==> src/rtl/prog_loader.sv <==
// prog_loader: streams a program image into memory, then supervises the run.
//   start/in_valid/in_data/in_last/in_ready : image stream, accepted only in LOAD
//   com_data_in/com_addr/com_wr_en           : registered memory write port
//   status (00 load/idle, 01 run, 10 done, 11 error), end_process from processor
//   words_loaded, checksum                   : progress of the current load
// Optional checksum adder: define PROG_LOADER_CHECKSUM_EN.
module prog_loader #(
  parameter int unsigned       DATA_W    = 16,
  parameter int unsigned       ADDR_W    = 16,
  parameter logic [ADDR_W-1:0] BASE_ADDR = '0,
  parameter int unsigned       DEPTH     = 1024,
  parameter int unsigned       TIMEOUT   = 0
) (
  input  logic              clk,
  input  logic              rst_n,
  input  logic              start,
  input  logic              in_valid,
  input  logic [DATA_W-1:0] in_data,
  input  logic              in_last,
  output logic              in_ready,
  output logic [DATA_W-1:0] com_data_in,
  output logic [ADDR_W-1:0] com_addr,
  output logic              com_wr_en,
  output logic [1:0]        status,
  input  logic              end_process,
  output logic [ADDR_W:0]   words_loaded,
  output logic [DATA_W-1:0] checksum
);

  localparam logic [ADDR_W:0] DEPTH_W = (ADDR_W+1)'(DEPTH);

  typedef enum logic [2:0] {
    S_IDLE,
    S_LOAD,
    S_DRAIN,
    S_RUN,
    S_DONE,
    S_ERR
  } state_e;

  state_e            state_q, state_d;
  logic [1:0]        status_q, status_d;
  logic              com_wr_en_q, com_wr_en_d;
  logic [DATA_W-1:0] com_data_in_q, com_data_in_d;
  logic [ADDR_W-1:0] com_addr_q, com_addr_d;
  logic [ADDR_W:0]   words_loaded_q, words_loaded_d;
  logic [31:0]       run_cnt_q, run_cnt_d;
  logic              clr_d;
  logic              xfer;

  function automatic logic [1:0] status_of(input state_e s);
    case (s)
      S_RUN:   return 2'b01;
      S_DONE:  return 2'b10;
      S_ERR:   return 2'b11;
      default: return 2'b00;
    endcase
  endfunction

  assign xfer = in_valid && (state_q == S_LOAD);

  always_comb begin
    state_d        = state_q;
    com_wr_en_d    = 1'b0;
    com_data_in_d  = com_data_in_q;
    com_addr_d     = com_addr_q;
    words_loaded_d = words_loaded_q;
    run_cnt_d      = '0;
    clr_d          = 1'b0;
    case (state_q)
      S_IDLE, S_DONE, S_ERR: begin
        if (start) begin
          state_d        = S_LOAD;
          words_loaded_d = '0;
          clr_d          = 1'b1;
        end
      end
      S_LOAD: begin
        if (xfer) begin
          if (words_loaded_q == DEPTH_W) begin
            state_d = S_ERR;
          end else begin
            com_wr_en_d    = 1'b1;
            com_data_in_d  = in_data;
            com_addr_d     = BASE_ADDR + words_loaded_q[ADDR_W-1:0];
            words_loaded_d = words_loaded_q + 1'b1;
            if (in_last) state_d = S_DRAIN;
          end
        end
      end
      S_DRAIN: state_d = S_RUN;
      S_RUN: begin
        run_cnt_d = run_cnt_q + 1'b1;
        // end_process is checked first so it wins over a same-cycle timeout
        if (end_process) begin
          state_d = S_DONE;
        end else if ((TIMEOUT != 0) && (run_cnt_q == TIMEOUT - 1)) begin
          state_d = S_ERR;
        end
      end
      default: state_d = S_IDLE;
    endcase
    // status is registered from the next state so it tracks state_q exactly
    status_d = status_of(state_d);
  end

  always_ff @(posedge clk) begin
    if (!rst_n) begin
      state_q        <= S_IDLE;
      status_q       <= 2'b00;
      com_wr_en_q    <= 1'b0;
      com_data_in_q  <= '0;
      com_addr_q     <= '0;
      words_loaded_q <= '0;
      run_cnt_q      <= '0;
    end else begin
      state_q        <= state_d;
      status_q       <= status_d;
      com_wr_en_q    <= com_wr_en_d;
      com_data_in_q  <= com_data_in_d;
      com_addr_q     <= com_addr_d;
      words_loaded_q <= words_loaded_d;
      run_cnt_q      <= run_cnt_d;
    end
  end

`ifdef PROG_LOADER_CHECKSUM_EN
  logic [DATA_W-1:0] checksum_q, checksum_d;

  always_comb begin
    checksum_d = checksum_q;
    if (clr_d) begin
      checksum_d = '0;
    end else if (com_wr_en_d) begin
      checksum_d = checksum_q + in_data;
    end
  end

  always_ff @(posedge clk) begin
    if (!rst_n) begin
      checksum_q <= '0;
    end else begin
      checksum_q <= checksum_d;
    end
  end

  assign checksum = checksum_q;
`else
  assign checksum = '0;
`endif

  assign in_ready     = (state_q == S_LOAD);
  assign status       = status_q;
  assign com_wr_en    = com_wr_en_q;
  assign com_data_in  = com_data_in_q;
  assign com_addr     = com_addr_q;
  assign words_loaded = words_loaded_q;

endmodule

==> config.mk <==
export PLATFORM = sky130hd
export DESIGN_NAME = prog_loader
export DESIGN_NICKNAME = d
export VERILOG_FILES = /design/src/rtl/prog_loader.sv
export SDC_FILE = /design/constraint.sdc
export NUM_CORES = 1
export LEC_CHECK = 0
export BUFFER_PORTS_ARGS = -buffer_cell sky130_fd_sc_hd__buf_2
export CELL_PAD_IN_SITES_DETAIL_PLACEMENT = 1
export CELL_PAD_IN_SITES_GLOBAL_PLACEMENT = 1
export CORE_MARGIN = 2
export CORE_UTILIZATION = 37
export CTS_BUF_LIST = sky130_fd_sc_hd__clkbuf_4 sky130_fd_sc_hd__clkbuf_8
export DETAILED_ROUTE_END_ITERATION = 6
export GPL_ROUTABILITY_DRIVEN = 0
export PLACE_DENSITY_LB_ADDON = 0.1
export REMOVE_ABC_BUFFERS = 1
export SYNTH_ARGS = -nofsm -noshare
export SYNTH_HDL_FRONTEND = slang
export SYNTH_SLANG_ARGS = --single-unit
==> constraint.sdc <==
create_clock -name clk -period 2.2 [get_ports clk]
set_input_delay 0.66 -clock clk [delete_from_list [all_inputs] [get_ports clk]]
set_output_delay 0.66 -clock clk [all_outputs]
set_load 0.1 [all_outputs]
==> out/results.ini <==
[timing]
finalHoldViolCount = 0
slew-limit-headroom_pct = 66.69
setup_viol = 0
fin_worst_skew_ns = 0.008768
worst_pin_slew_ns = 0.4928
fmax_mhz = 485.5
finalCritPeriodShare_pct = 93.62
rsz0062_at_grt = false
holdWs_ns = 0.4743
period_needed_ns = 2.060
drv_slew = 0

[cts]
cts_tree = done
clock_path_buffers = 2
post-cts-setup-buffers = 0
postCtsHoldBufs = 0
cts_buffers = 5
cts_root_buf = clkbuf_8
cts_sinks = 55
clk-insertion-delay-late_ns = 0.31
cts.repair.resized = 0
htree_levels = 2
cts.reportedPaths.clkPinSlew_ns = 0.10

[synth]
synth.ff_latch_count = 55
yosysSeqAreaShare_pct = 43.69
ys_types = 43
synth-main-ff-cell = dfxtp_1
yosysTopAreaCell = dfxtp_1
async_flop_share_pct = 0
synth_area_leaders = dfxtp_1, a21oi_1, nand3_1
synth_area_per_cell_um2 = 8.344
synth_edf_count = 0
synth_top_area_share_pct = 43.69
syn_inst = 302
netlist_area_mm2 = 0.002520
synth_warnings = 0

[route]
drc_errors = 0
totalWireLength_um = 7108
viasPerCell = 5.463
top_layer = met4
final_antenna_net_count = 0
wl_met2_um = 3574
drt_pass1_iterations = 4
drt-met1-wl_um = 3204
wl_met3_um = 262
vias = 2464
wl_per_cell_um = 15.76
initialDrtViolationCount = 103

[place]
placed_area_mm2 = 0.002925
dp_hpwl_um = 4788
io_buffers = 74
placedCellCount = 443

[final_layout]
syn2layout_area_growth_pct = 20.31
fin_area_mm2 = 0.003032
nets = 394
fin_cells = 451
utilization_pct = 45.37
antenna_cells = 0
drive_above_1_share_pct = 26.68
nFillCells = 860

[grt]
antenna_found_initial = 0
grt_use_total_pct = 19.20
overflow = 0
grt_pass1_wl_um = 11470
grt_pass1_vias = 2352
grt_max_degree = 41

[setup_path]
path_buf_inv = 1
crit_path_end_kind = output pin
crit_family = flip-flops
timing.reg2reg.setup_slack_ns = 0.32
arrival_ns = 1.40
path_max_fanout = 7
critPathRequiredTime_ns = 1.54
path_cells = nor3b_2 -> clkbuf_4
critPathKind = reg2out
r2r_start = words_loaded[0]$_SDFFE_PN0P_
cpPeakStageDelay_ns = 0.44
crit_slowest_cell = dfxtp_1
crit_start = state_q[0]$_SDFF_PN0_
crit_path_start_kind = register

[floorplan]
core.rowCount = 30
fp.dieW_um = 86.53
io_pins = 91
die_y_um = 86.53
start_util_pct = 37.72
coreArea_mm2 = 0.006681
dieArea_mm2 = 0.007487

[power_and_ir_drop]
powerDensity_mw_per_mm2 = 684.4
power_mw = 2.075
leakage_nw = 1.235
peakVddDrop_uv = 268.2

[run]
cap_violations = 0

[min_path]
hp-class = reg2reg
hold_start = com_data_in[5]$_SDFFE_PN0P_

[run_status]
status = completed

## report_power, final
part	internal (mW)	switching (mW)	leakage (nW)	total (mW)
clock	0.301	0.329	0.0549	0.630
sequential	1.01	0.0120	0.445	1.03
combinational	0.0669	0.351	0.735	0.418
total	1.38	0.693	1.24	2.07
## routing by layer
metal  vias to the layer above  global-route usage (%)
li1                       1206                       -
met1                      1195                   24.13
met2                        57                   34.06
met3                         6                   3.333
met4                         0                   4.688
met5                         -                       0
## kinds of logic (layout without fill, tap and decap cells)
family                     after synthesis  after routing  share of synthesized area, %
AOI/OAI and AO/OA                       97             97                         20.85
xor gates and xnor gates                 3              3                         1.043
adders and majority gates                2              2                        0.9929
buffers and inverters                   43             97                         9.682
DFF                                     55             55                         43.69
muxes                                    2              2                        0.7945
other                                    1             16                        0.1488
and+or+nand+nor                         99             99                         22.79
## worst reg2reg max path, cell delays in order, from the launching register on
cell and delay [ns]:
dfxtp_1 0.34, inv_1 0.06, ha_1 0.20, nor4b_1 0.16, and4_1 0.24, buf_12 0.18
or4_1 0.48, a21oi_1 0.14
## through the flow
step | setup WS, ns | setup TNS [ns]
2_1_floorplan | -0.9821 | -33.43
3_3_place_gp | 0.2594 | 0
3_5_place_dp | 0.2233 | 0
4_1_cts | 0.04530 | 0
5_1_grt | 0.03616 | 0
6_report | 0.1405 | 0
## worst paths after layout
| kind | endpoint | cells after the start |
|---|---|---|
| worst min register to register | com_data_in[5]$_SDFFE_PN0P_ | 2 |
| worst max-delay path | in_ready | 2 |
| worst max register to register | words_loaded[3]$_SDFFE_PN0P_ | 7 |
| worst min-delay path | com_data_in[5]$_SDFFE_PN0P_ | 2 |
## sequential cells by signal, indices dropped and copies added, names as in the netlist
signal        count
words_loaded     17
status            2
com_addr         16
com_wr_en         1
state_q           3
com_data_in      16
## placed cells by master, fill, tap and decap left out, types with 4 or more instances in the layout
master    netlist  routed
o21ai_1         5       5
nor4_1          4       4
o21ai_0        30      30
buf_2           3      73
inv_1           4       4
nand2_1        14      14
clkbuf_8        0       7
a21oi_1        46      46
and2_1          4       4
o31ai_1         7       7
conb_1          1      16
nor2_1          5       5
nand4_1         4       4
buf_4          19       9
or4_1           7       7
nand3_1        38      38
dfxtp_1        55      55
## Yosys cell counts (all sizes together) (2+ instances only)
library cell	instances
nor4b	2
nand4	5
or3	3
ha	2
nand2	15
mux2i	2
o21ai	35
and4	3
nor2b	2
or4	7
a31oi	3
nand3	38
nand2b	3
inv	4
o31ai	7
xor2	3
o211ai	2
buf	26
dfxtp	55
and2	4
nor2	5
clkbuf	13
a21oi	46
nor4	4
## cell type report
class | count | area (µm²) | area share [%]
clock buffers | 8 | 103.9 | 3.426
inverters | 4 | 15.01 | 0.4953
multi-input cells | 219 | 1231 | 40.61
flip-flops and latches | 55 | 1101 | 36.32
well taps | 80 | 100.1 | 3.302
repair buffers | 85 | 480.5 | 15.85
No activity file was read; power rests on OpenSTA's default activity.
